## src/rtl/mem_port_arbiter_pkg.sv

```systemverilog
// Shared types and constants for the memory port arbiter.
package mem_port_arbiter_pkg;

  typedef enum logic [1:0] {
    IDLE_ST = 2'd0,
    DATA_ST = 2'd1,
    INST_ST = 2'd2
  } arb_state_e;

  // stall bit order: 0 PC, 1 IF, 2 ID, 3 EX, 4 MEM, 5 WB
  localparam logic [5:0] STALL_MEM  = 6'b011111;
  localparam logic [5:0] STALL_EX   = 6'b001111;
  localparam logic [5:0] STALL_ID   = 6'b000111;
  localparam logic [5:0] STALL_IF   = 6'b000111;
  localparam logic [5:0] STALL_NONE = 6'b000000;

  localparam logic [7:0]  TIMEOUT_CYCLES = 8'd255;
  localparam logic [31:0] ZERO_WORD      = 32'h0000_0000;
  localparam logic [3:0]  SEL_WORD       = 4'b1111;

endpackage

```

## src/rtl/mem_port_arbiter_stall_enc.sv

```systemverilog
// Priority encoder folding pending bus requests and pipeline stall requests
// into the global stall vector. Purely combinational.
module arb_stall_enc
  import mem_port_arbiter_pkg::*;
(
  input  logic       req_mem,
  input  logic       stallreq_from_ex,
  input  logic       stallreq_from_id,
  input  logic       req_if,
  output logic [5:0] stall
);

  // highest-priority requester picks the stall code
  always_comb begin
    stall = STALL_NONE;
    if (req_mem)               stall = STALL_MEM;
    else if (stallreq_from_ex) stall = STALL_EX;
    else if (stallreq_from_id) stall = STALL_ID;
    else if (req_if)           stall = STALL_IF;
  end

endmodule

```

## src/rtl/mem_port_arbiter.sv

```systemverilog
// Single-port memory arbiter: shares one bus between instruction fetch and
// MEM-stage data accesses, and produces the pipeline stall vector.
// Optional bus watchdog: define ARB_TIMEOUT_EN.
//
// state   | meaning
// --------+------------------------------------------
// IDLE_ST | no bus transaction; arbitrate requests
// DATA_ST | MEM-stage load/store waiting for bus_ack
// INST_ST | instruction fetch waiting for bus_ack
module mem_port_arbiter
  import mem_port_arbiter_pkg::*;
(
  input  logic        clk,
  input  logic        rst,
  input  logic        if_ce,
  input  logic [31:0] if_addr,
  output logic [31:0] if_inst,
  input  logic        mem_ce,
  input  logic        mem_we,
  input  logic [3:0]  mem_sel,
  input  logic [31:0] mem_addr,
  input  logic [31:0] mem_wdata,
  output logic [31:0] mem_rdata,
  input  logic        stallreq_from_id,
  input  logic        stallreq_from_ex,
  output logic [5:0]  stall,
  output logic        bus_ce,
  output logic        bus_we,
  output logic [3:0]  bus_sel,
  output logic [31:0] bus_addr,
  output logic [31:0] bus_wdata,
  input  logic [31:0] bus_rdata,
  input  logic        bus_ack,
  output logic        bus_err
);

  arb_state_e  state_q, state_d;
  logic [31:0] rdata_q, inst_q;
  logic        timeout;
  logic        data_ack, inst_ack, data_done, inst_done;
  logic        req_mem, req_if;

`ifdef ARB_TIMEOUT_EN
  logic [7:0] wait_cnt_q;

  // Abort fires on the edge where the counter would reach TIMEOUT_CYCLES,
  // so bus_err rises TIMEOUT_CYCLES edges after bus_ce.
  assign timeout = (state_q != IDLE_ST) && !bus_ack &&
                   (wait_cnt_q == TIMEOUT_CYCLES - 8'd1);

  // wait counter: cleared while idle (i.e. on entry), counts unacked cycles
  always_ff @(posedge clk) begin
    if (rst)                     wait_cnt_q <= 8'd0;
    else if (state_q == IDLE_ST) wait_cnt_q <= 8'd0;
    else if (!bus_ack)           wait_cnt_q <= wait_cnt_q + 8'd1;
  end

  // one-cycle error pulse following an abort
  always_ff @(posedge clk) begin
    if (rst) bus_err <= 1'b0;
    else     bus_err <= timeout;
  end
`else
  assign timeout = 1'b0;
  assign bus_err = 1'b0;
`endif

  assign data_ack  = (state_q == DATA_ST) && bus_ack;
  assign inst_ack  = (state_q == INST_ST) && bus_ack;
  assign data_done = data_ack || ((state_q == DATA_ST) && timeout);
  assign inst_done = inst_ack || ((state_q == INST_ST) && timeout);

  // a requester stops stalling in the cycle its transaction finishes
  assign req_mem = mem_ce && !data_done;
  assign req_if  = if_ce  && !inst_done;

  assign mem_rdata = data_ack ? bus_rdata : rdata_q;
  assign if_inst   = inst_ack ? bus_rdata : inst_q;

  arb_stall_enc u_stall_enc (
    .req_mem          (req_mem),
    .stallreq_from_ex (stallreq_from_ex),
    .stallreq_from_id (stallreq_from_id),
    .req_if           (req_if),
    .stall            (stall)
  );

  // state register
  always_ff @(posedge clk) begin
    if (rst) state_q <= IDLE_ST;
    else     state_q <= state_d;
  end

  // next state: data beats fetch, no preemption, always return through idle
  always_comb begin
    state_d = state_q;
    case (state_q)
      IDLE_ST: begin
        if (mem_ce)     state_d = DATA_ST;
        else if (if_ce) state_d = INST_ST;
      end
      DATA_ST, INST_ST: begin
        if (bus_ack || timeout) state_d = IDLE_ST;
      end
      default: state_d = IDLE_ST;
    endcase
  end

  // registered bus outputs: launched leaving idle, strobe dropped at completion
  always_ff @(posedge clk) begin
    if (rst) begin
      bus_ce    <= 1'b0;
      bus_we    <= 1'b0;
      bus_sel   <= 4'b0000;
      bus_addr  <= ZERO_WORD;
      bus_wdata <= ZERO_WORD;
    end else if (state_q == IDLE_ST) begin
      if (mem_ce) begin
        bus_ce    <= 1'b1;
        bus_we    <= mem_we;
        bus_sel   <= mem_sel;
        bus_addr  <= mem_addr;
        bus_wdata <= mem_wdata;
      end else if (if_ce) begin
        bus_ce    <= 1'b1;
        bus_we    <= 1'b0;
        bus_sel   <= SEL_WORD;
        bus_addr  <= if_addr;
      end
    end else if (bus_ack || timeout) begin
      bus_ce  <= 1'b0;
      bus_we  <= 1'b0;
      bus_sel <= 4'b0000;
    end
  end

  // read-data capture; stores leave rdata_q alone, aborts load zero
  always_ff @(posedge clk) begin
    if (rst) begin
      rdata_q <= ZERO_WORD;
      inst_q  <= ZERO_WORD;
    end else begin
      if (data_ack && !bus_we)                    rdata_q <= bus_rdata;
      else if ((state_q == DATA_ST) && timeout)   rdata_q <= ZERO_WORD;
      if (inst_ack)                               inst_q  <= bus_rdata;
      else if ((state_q == INST_ST) && timeout)   inst_q  <= ZERO_WORD;
    end
  end

endmodule
```

## config.mk

```make
export PLATFORM = sky130hd
export DESIGN_NAME = mem_port_arbiter
export DESIGN_NICKNAME = d
export VERILOG_FILES = /design/src/rtl/mem_port_arbiter_pkg.sv /design/src/rtl/mem_port_arbiter_stall_enc.sv /design/src/rtl/mem_port_arbiter.sv
export SDC_FILE = /design/constraint.sdc
export NUM_CORES = 1
export LEC_CHECK = 0
export CAP_MARGIN = 20
export CORE_ASPECT_RATIO = 2
export CORE_MARGIN = 10
export CORE_UTILIZATION = 37
export DETAILED_ROUTE_END_ITERATION = 10
export PLACE_DENSITY = 0.77
export SLEW_MARGIN = 20
export SYNTH_ARGS = -nofsm -noshare
export SYNTH_HDL_FRONTEND = slang
export SYNTH_SLANG_ARGS = --single-unit
```

## constraint.sdc

```tcl
create_clock -name clk -period 1.6 [get_ports clk]
set_input_delay 0.4 -clock clk [delete_from_list [all_inputs] [get_ports clk]]
set_output_delay 0.4 -clock clk [all_outputs]
set_load 0.01 [all_outputs]
```

Yosys cells after proc, flatten, opt, wreduce, memory -nomap -nowiden
Index checks and enable logic that the tools add are counted.
{"block": "totals", "ff_bits": 136, "elab_cells": 51, "output_inout_bits": 141}
{"block": "op_classes", "eq_ne": 4, "reduce_logical": 16, "mux": 23}
{"cell": "2-to-1 mux 32 bit", "count": 4}
{"cell": "2-to-1 mux 6 bit", "count": 3}
{"cell": "2-to-1 mux 4 bit", "count": 4}
{"cell": "AND reduction 2 bit", "count": 4}
{"cell": "2-to-1 mux 1 bit", "count": 7}
{"cell": "2-to-1 mux 2 bit", "count": 3}
{"cell": "logical AND 1 bit", "count": 5}
{"cell": "one-hot mux 2 bit (2 select lines)", "count": 1}
{"cell": "nonzero test 2 bit", "count": 2}
{"cell": "zero test 1 bit", "count": 3}
{"cell": "2-to-1 mux 3 bit", "count": 1}
{"cell": "inequality test 3 bit (second input constant)", "count": 1}
{"cell": "equality test 2 x 1 -> 1 bit (second input constant)", "count": 1}
{"cell": "equality test 2 bit (second input constant)", "count": 1}
{"cell": "zero test 2 bit", "count": 1}
{"cell": "inequality test 2 bit (second input constant)", "count": 1}
{"cell": "OR reduction 2 bit", "count": 1}

Logic depth before layout (Yosys ltp)
Gate-level depths: netlist of run 1.
{"block": "depth", "depth_word": 8, "depth_mapped": 8}

Hierarchy
A second synthesis of run 1 with hierarchy kept.
{"block": "unflattened", "cells_unflattened": 623, "hier_area_um2": 5905.7}
{"module": "mem_port_arbiter", "area_each_um2": 5858.1, "cells_each": 616, "n_inst": 1, "seq_area_each_um2": 2722.6}
{"module": "arb_stall_enc", "area_each_um2": 47.5, "cells_each": 7, "n_inst": 1, "seq_area_each_um2": 0.0}

Least setup slack after synthesis of run 1
OpenSTA, ideal clock, no wires.
{"block": "synth_timing", "path_type": "input to output", "startpoint": "input mem_ce", "endpoint": "output stall[1]", "t_required_ns": 1.200, "arrival_time_ns": 1.369, "path_buffers": 3, "path_stages": 5, "setup_slack_ns": -0.169, "cell_sequence": "buf_2 > buf_4 > a21o_1 > a211o_1 > buf_4"}
{"block": "synth_via", "elab_chain_cells": 2}
{"item": "start, declared", "line": "mem_port_arbiter.sv:18", "text": "input logic mem_ce,"}
{"item": "logical AND 1 bit", "line": "mem_port_arbiter.sv:74", "text": "assign req_mem = mem_ce && !data_done;"}
{"item": "2-to-1 mux 6 bit", "line": "mem_port_arbiter_stall_enc.sv:16", "text": "if (req_mem) stall = STALL_MEM;"}
{"item": "end, declared", "line": "mem_port_arbiter.sv:26", "text": "output logic [5:0] stall,"}
No other way between the ends.

Worst setup path after layout of run 1
{"block": "layout_timing", "startpoint": "register state_q[1]", "endpoint": "output if_inst[27]"}
{"block": "layout_via", "elab_chain_cells": 3}
{"item": "start, declared", "line": "mem_port_arbiter.sv:37", "text": "arb_state_e state_q, state_d;"}
{"item": "start signal, assigned", "line": "mem_port_arbiter.sv:91", "text": "else state_q <= state_d;"}
{"item": "equality test 2 bit", "line": "mem_port_arbiter.sv:69", "text": "assign inst_ack = (state_q == INST_ST) && bus_ack;"}
{"item": "logical AND 1 bit", "line": "mem_port_arbiter.sv:69"}
{"item": "2-to-1 mux 32 bit"}
{"item": "end, declared", "line": "mem_port_arbiter.sv:17", "text": "output logic [31:0] if_inst,"}
No other way between the ends.

==> results of run 1 <==
[final cells by class]
| class | instances | area, µm² |
|---|---|---|
| tap | 198 | 247.7 |
| clock inverter | 11 | 122.6 |
| fill | 1218 | 5420 |
| multi-input combinational | 394 | 2914 |
| timing repair buffer | 329 | 3378 |
| clock buffer | 21 | 470.5 |
| inverter | 3 | 13.76 |
| sequential | 136 | 2728 |
[logic make-up (layout without fill, tap and decap cells)]
family	after synthesis	count (layout)	share of synthesized area, %
compound gates	110	110	12.19
fa+ha+maj	3	3	0.6544
buf+inv	52	364	5.213
flops	136	136	47.46
mux	96	96	20.04
other cells	1	2	0.06537
simple gates	183	183	14.37
[power groups by stage]
| stage | sequential (mW) | combinational, mW | clock (mW) |
|---|---|---|---|
| after floorplan | 3.90 | 0.842 | 0 |
| after global placement | 3.82 | 2.19 | 0 |
| after detailed placement | 3.83 | 2.21 | 0 |
| after CTS | 3.76 | 2.28 | 3.99 |
| after global routing | 3.79 | 2.42 | 4.11 |
| final | 3.76 | 2.26 | 3.92 |
[synth_stat cells, drive strengths merged (3+ instances only)]
| library cell | instances | area (µm²) |
|---|---|---|
| a21oi | 70 | 350.3 |
| buf | 39 | 250.2 |
| clkbuf | 10 | 37.54 |
| dfxtp | 136 | 2723 |
| ha | 3 | 37.54 |
| inv | 3 | 11.26 |
| mux2 | 64 | 829.6 |
| mux2i | 32 | 320.3 |
| nand2 | 132 | 505.5 |
| nand2b | 4 | 25.02 |
| nor2 | 4 | 22.52 |
| nor2b | 33 | 206.5 |
| o2bb2ai | 32 | 280.3 |
[repair_timing]
action                     4_1_cts  5_1_grt
hold buffers                     0        0
resized for setup              498       10
pin swaps                        4        1
setup buffers                   14        2
gates cloned                     1        0
setup endpoints to repair      139       71
[critical path: stages, from the launching register on]
cell     delay (ps)
dfxtp_2         330
buf_6           110
ha_4            170
nand2_8          90
buf_12          140
buf_8           130
mux2_4          320
buf_6           130
[metrics by stage]
| step | hold WS [ps] | setup WS, ps | setup TNS, ps | instance area (µm²) | total power [mW] |
|---|---|---|---|---|---|
| 2_1_floorplan | 432.9 | -77.16 | -154.3 | 5789 | 4.745 |
| 3_3_place_gp | 437.6 | -1004 | -97330 | 8906 | 6.017 |
| 3_5_place_dp | 445.5 | -1047 | -103700 | 8906 | 6.041 |
| 4_1_cts | 344.8 | -649.3 | -40290 | 9876 | 10.03 |
| 5_1_grt | 370.5 | -695.9 | -42430 | 9874 | 10.33 |
| 6_report | 355.5 | -639.2 | -38330 | 9874 | 9.935 |
[routing by layer]
| layer | GRT usage [%] | wire length, µm | share of wire, % |
|---|---|---|---|
| met5 | 0 | 0 | 0 |
| met3 | 6.763 | 1479 | 7.0 |
| met2 | 35.42 | 11420 | 54 |
| met1 | 18.54 | 7114 | 34 |
| met4 | 11.54 | 1056 | 5.0 |
[worst min path at each step]
stage / endpoint / slack, ps / startpoint / cells past startpoint
2_1_floorplan: rdata_q[0] / 430 / rdata_q[0] / 2
3_3_place_gp: rdata_q[31] / 440 / rdata_q[31] / 2
3_5_place_dp: rdata_q[1] / 450 / rdata_q[1] / 2
4_1_cts: inst_q[10] / 340 / rst / 2
5_1_grt: bus_ce / 370 / rst / 2
6_report: bus_ce / 360 / rst / 2
[cell usage in the layout, fill, tap and decap left out, drive strengths merged, types with 2 or more instances in the layout]
cell and n:
clkinv 5, nand3b 2, inv 3, nor3 2
nor2b 33, clkbuf 21, and2 2, nand2 132
o221a 2, mux2 64, dfxtp 136, clkinvlp 4
dlygate4sd2 71, clkdlybuf4s50 136, ha 3, buf 122
a21oi 70, o2bb2ai 32, bufinv 2, nand2b 4
conb 2, mux2i 32, a211oi 2, nor2 4
[registers in the layout, summed over array words and instances, names as in the netlist]
register	cells
bus_ce	1
bus_we	1
bus_sel	4
inst_q	32
bus_wdata	32
bus_addr	32
state_q	2
rdata_q	32
==> impl_metrics.toml, run 1 <==
[sta]
period_needed_ps = 2239
setup_viol = 69
finalCritPeriodShare_pct = 139.9
slew_viol_final = 0
fin_skew_ps = 4.816
hold_viol = 0
fmax_ghz = 0.4466
setup_slack_ps = -639.2
rsz0062_at_grt = "true"

[layout]
fin_cells = 1092
antenna_cells = 0
final_util_pct = 64.56
area_growth_pct = 72.13
layout-drive-gt1-share_pct = 26.06
final_nets = 1024

[setup_path]
cp_max_fo = 6
critPathLaunchType = "flip-flop"
required_ps = 1200
r2r_cells = 7
rrSetupSlack_ps = 30
reg2reg_from = "state_q[1]"
regToRegEndpoint = "inst_q[30]"
crit_type = "flip-flop to output port"
end_kind = "output port"
critPathArrivalTime_ps = 1840
cp-endpoint = "if_inst[27]"
crit_start = "state_q[1]"

[detailed_routing]
vias = 5343
drcViolationCount = 0
ant_nets = 0
drt-pass1-iter-count = 4
wirelength_um = 21070
drt-initial-drc-count = 205
wl_per_cell_um = 19.29
via_per_inst = 4.893

[global_route]
grt_usage_pct = 19.74
grt_max_degree = 53
grt_pass1_wl_um = 32240
antenna_found_initial = 0
grt_pass1_vias = 5764
grt_overflow = 0

[cts]
tritoncts = "yes"
cts_made_buffers = 17
clock_latency_ps = 420
cts.path.max_buffers = 2
cts.sinks = 136
clk_pin_slew_ps = 60
cts_root_buf = "clkbuf_16"
cts_max_level = 4

[synthesis]
synth_edf_count = 0
syn_avg_cell_area_um2 = 9.874
async_flop_share_pct = 0
postSynthCellCount = 581
synth_cell_types = 33
synth-seq-cells = 136
yosys_most_used_dff = "dfxtp_1"
ys_warn_count = 0
synthesis.area_um2 = 5737
yosysSeqAreaShare_pct = 47.46

[floorplan]
die_y_um = 196.1
fp.dieArea_um2 = 21190
start_util_pct = 37.51
rows = 64
core-area_um2 = 15290
io_pins = 281
die_width_um = 108.0

[power]
vdd_drop_max_v = 0.0007633
p_comb_share_pct = 22.7
sw_frac_of_total_pct = 26.39
intPower_mw = 7.312
p_clk_share_pct = 39.4
switchingPower_mw = 2.622
p_leak_nw = 4.443
p_per_area_nw_per_um2 = 1006
power_frac_seq_pct = 37.9

[placement]
placedCellCount = 1047
numPortBuffers = 278
hpwl_um = 15670
gp_congestion = 0.7933

[outcome]
failed_checks = "negative setup slack"
status = "complete, but fails checks"

[run]
drv_cap = 0

[min_path]
hold_path_class = "input port to flip-flop"
No activity file was read; power rests on OpenSTA's default activity.
==> run 2, diff against run 1 <==
- ABC_AREA: not set -> 1
- PLACE_DENSITY: 0.77 -> 0.76
==> run 2 against run 1 <==
- the run still ends with negative setup slack left
- non-clock buffer count grew 58
- largest power group unchanged
- maximum frequency grew 3.4%
- critical path type unchanged
- cell count grew 34%
- clock power grew 5%
- setup slack gained 73 ps
- via count grew 31%
- critical path depth grew 3
- combinational power grew 65%
- critical endpoint is now if_inst[18]
==> impl_metrics.toml, run 2 <==
[outcome]
status = "complete, but fails checks"
failed_checks = "negative setup slack"

[synthesis]
yosysSeqAreaShare_pct = 45.49
yosys_most_used_dff = "dfxtp_1"
ys_warn_count = 0
synth.area.top_cells = "dfxtp_1 (45%), nand2_1 (19%), nor2_1 (8.2%), a21oi_1 (6.1%), o21ai_0 (4.8%)"
yosys-top-cells-count = "nand2_1 (304), dfxtp_1 (136), nor2_1 (131)"
async_flop_share_pct = 0
postSynthCellCount = 899
synth_top_area_share_pct = 45.49
yosysTopAreaCell = "dfxtp_1"
synth_cell_types = 18
synth_edf_count = 0
synthesis.area_um2 = 5984
syn_avg_cell_area_um2 = 6.657
yosysMostFrequentCell = "nand2_1"
synth-seq-cells = 136

[setup_path]
critPathLaunchType = "flip-flop"
regToRegEndpoint = "rdata_q[10]"
reg2reg_from = "state_q[1]"
r2r_cells = 11
crit_type = "flip-flop to output port"
rrSetupSlack_ps = -180
end_kind = "output port"
critPathArrivalTime_ps = 1770
cp_max_fo = 7
required_ps = 1200

[run]
drv_cap = 0

[placement]
place_ws_ps = -863.8
hpwl_um = 16160
placedCellCount = 1380
gp_congestion = 0.8110
numPortBuffers = 278

[cts]
cts_root_buf = "clkbuf_16"
cts_max_level = 4
cts.path.max_buffers = 2
clk_pin_slew_ps = 60
tritoncts = "yes"
clock_latency_ps = 420
cts.sinks = 136
cts_made_buffers = 17

[global_route]
grt_usage_pct = 21.32
grt_pass1_vias = 6961
grt_max_degree = 46
grt_overflow = 0
grt_pass1_wl_um = 36470
antenna_found_initial = 1

[layout]
fin_cells = 1458
final_nets = 1386
final_common_cell = "nand2_1"
area_growth_pct = 82.21
final_util_pct = 68.76
layout-drive-gt1-share_pct = 25.80
final_cell_mix = "nand2_1 (258), clkdlybuf4s50_1 (137), dfxtp_1 (134)"

[min_path]
hold_path_class = "input port to flip-flop"
holdPathEnd = "bus_addr[25]"
hold_path_depth = 5
hold_start = "rst"

[detailed_routing]
vias = 7023
wl_per_cell_um = 17.10
wirelength_um = 24930
drcViolationCount = 0
drt-initial-drc-count = 257
ant_nets = 0
via_per_inst = 4.817
drt-pass1-iter-count = 5

[sta]
setup_slack_ps = -566.0
worst_pin_slew_ps = 522.4
fmax_ghz = 0.4617
fin_skew_ps = 7.564
hold_slack_ps = 388.5
setup_viol = 101
hold_viol = 0
period_needed_ps = 2166
slew_viol_final = 0
rsz0062_at_grt = "true"
relSlewSlack_pct = 65.17
finalCritPeriodShare_pct = 135.4

[power]
p_per_area_nw_per_um2 = 1078
p_total_mw = 11.75
vdd_drop_max_v = 0.0008292
p_leak_nw = 5.286

[floorplan]
start_util_pct = 37.74
die_width_um = 109.9
rows = 65
io_pins = 281
die_y_um = 199.9
fp.dieArea_um2 = 21970
core-area_um2 = 15860
## run 2: cell count changes in the layout (fill, tap and decap cells not counted), sizes merged, moves of 4 or more
cell / before / now
nor2b: 33 / 0
inv: 3 / 79
o2bb2ai: 32 / 0
mux2i: 32 / 0
mux2: 64 / 0
buf: 122 / 177
nor2: 4 / 132
o21ai: 0 / 98
nand2b: 4 / 0
nand3: 1 / 9
nand2: 132 / 305
## run 2: final cells by class
type,count,area [µm²]
Antenna cell,1,2.502
Clock buffer,22,474.2
Clock inverter,10,143.9
Fill cell,1255,4955
Inverter,79,304.0
Multi-Input combinational cell,622,3217
Sequential cell,136,2725
Tap cell,201,251.5
Timing Repair Buffer,387,3786
## run 2: timing repair
item                       in CTS  in global routing
hold buffers                    0                  0
cloned                          8                  2
setup endpoints to repair     139                138
pin swaps                       7                 13
setup buffers                  24                 19
resized for setup             505                 88
## run 2: metrics by stage
stage,TNS (ps),instance area [µm²]
finish,-37640,10900
global route,-45150,10900
CTS,-34630,10470
detailed placement,-97180,9223
global placement,-92090,9223
floorplan,-211.2,5997
## run 2: logic make-up (layout without fill, tap and decap cells)
kind of cell	count (synthesis)	after routing	share of synthesized area, %
compound gates	171	171	14.30
simple gates	446	446	28.48
flops	136	136	45.49
fa+ha+maj	3	3	0.6273
other cells	1	3	0.06266
buf+inv	142	498	11.04
## run 2: how the worst max path moves through the flow
| stage | startpoint | end | cells after the start |
|---|---|---|---|
| detailed placement | bus_ack | if_inst[9] | 7 |
| global placement | bus_ack | mem_rdata[4] | 7 |
| CTS | state_q[0] | if_inst[18] | 10 |
| global route | state_q[1] | mem_rdata[20] | 9 |
| floorplan | state_q[0] | if_inst[24] | 8 |
| finish | state_q[0] | if_inst[18] | 10 |
## run 2: critical path, cell delays in order (launching register included)
cell	delay [ps]
dfxtp_2	360
inv_2	60
ha_4	170
nand2_8	100
buf_12	150
buf_12	140
buf_12	100
nand2_4	30
o21ai_2	50
inv_1	60
buf_6	120
## run 2: per-layer routing
layer,GRT usage (%),up-vias,wire [µm]
li1,-,3460,-
met1,20.05,3229,8131
met2,40.04,266,14110
met3,5.108,68,1505
met4,12.02,0,1178
met5,0,-,0
## run 2: report_power, final
group          internal (mW)  switching [mW]
combinational           1.86            1.86
sequential              3.76           0.163
clock                   2.58            1.53
total                   8.19            3.56
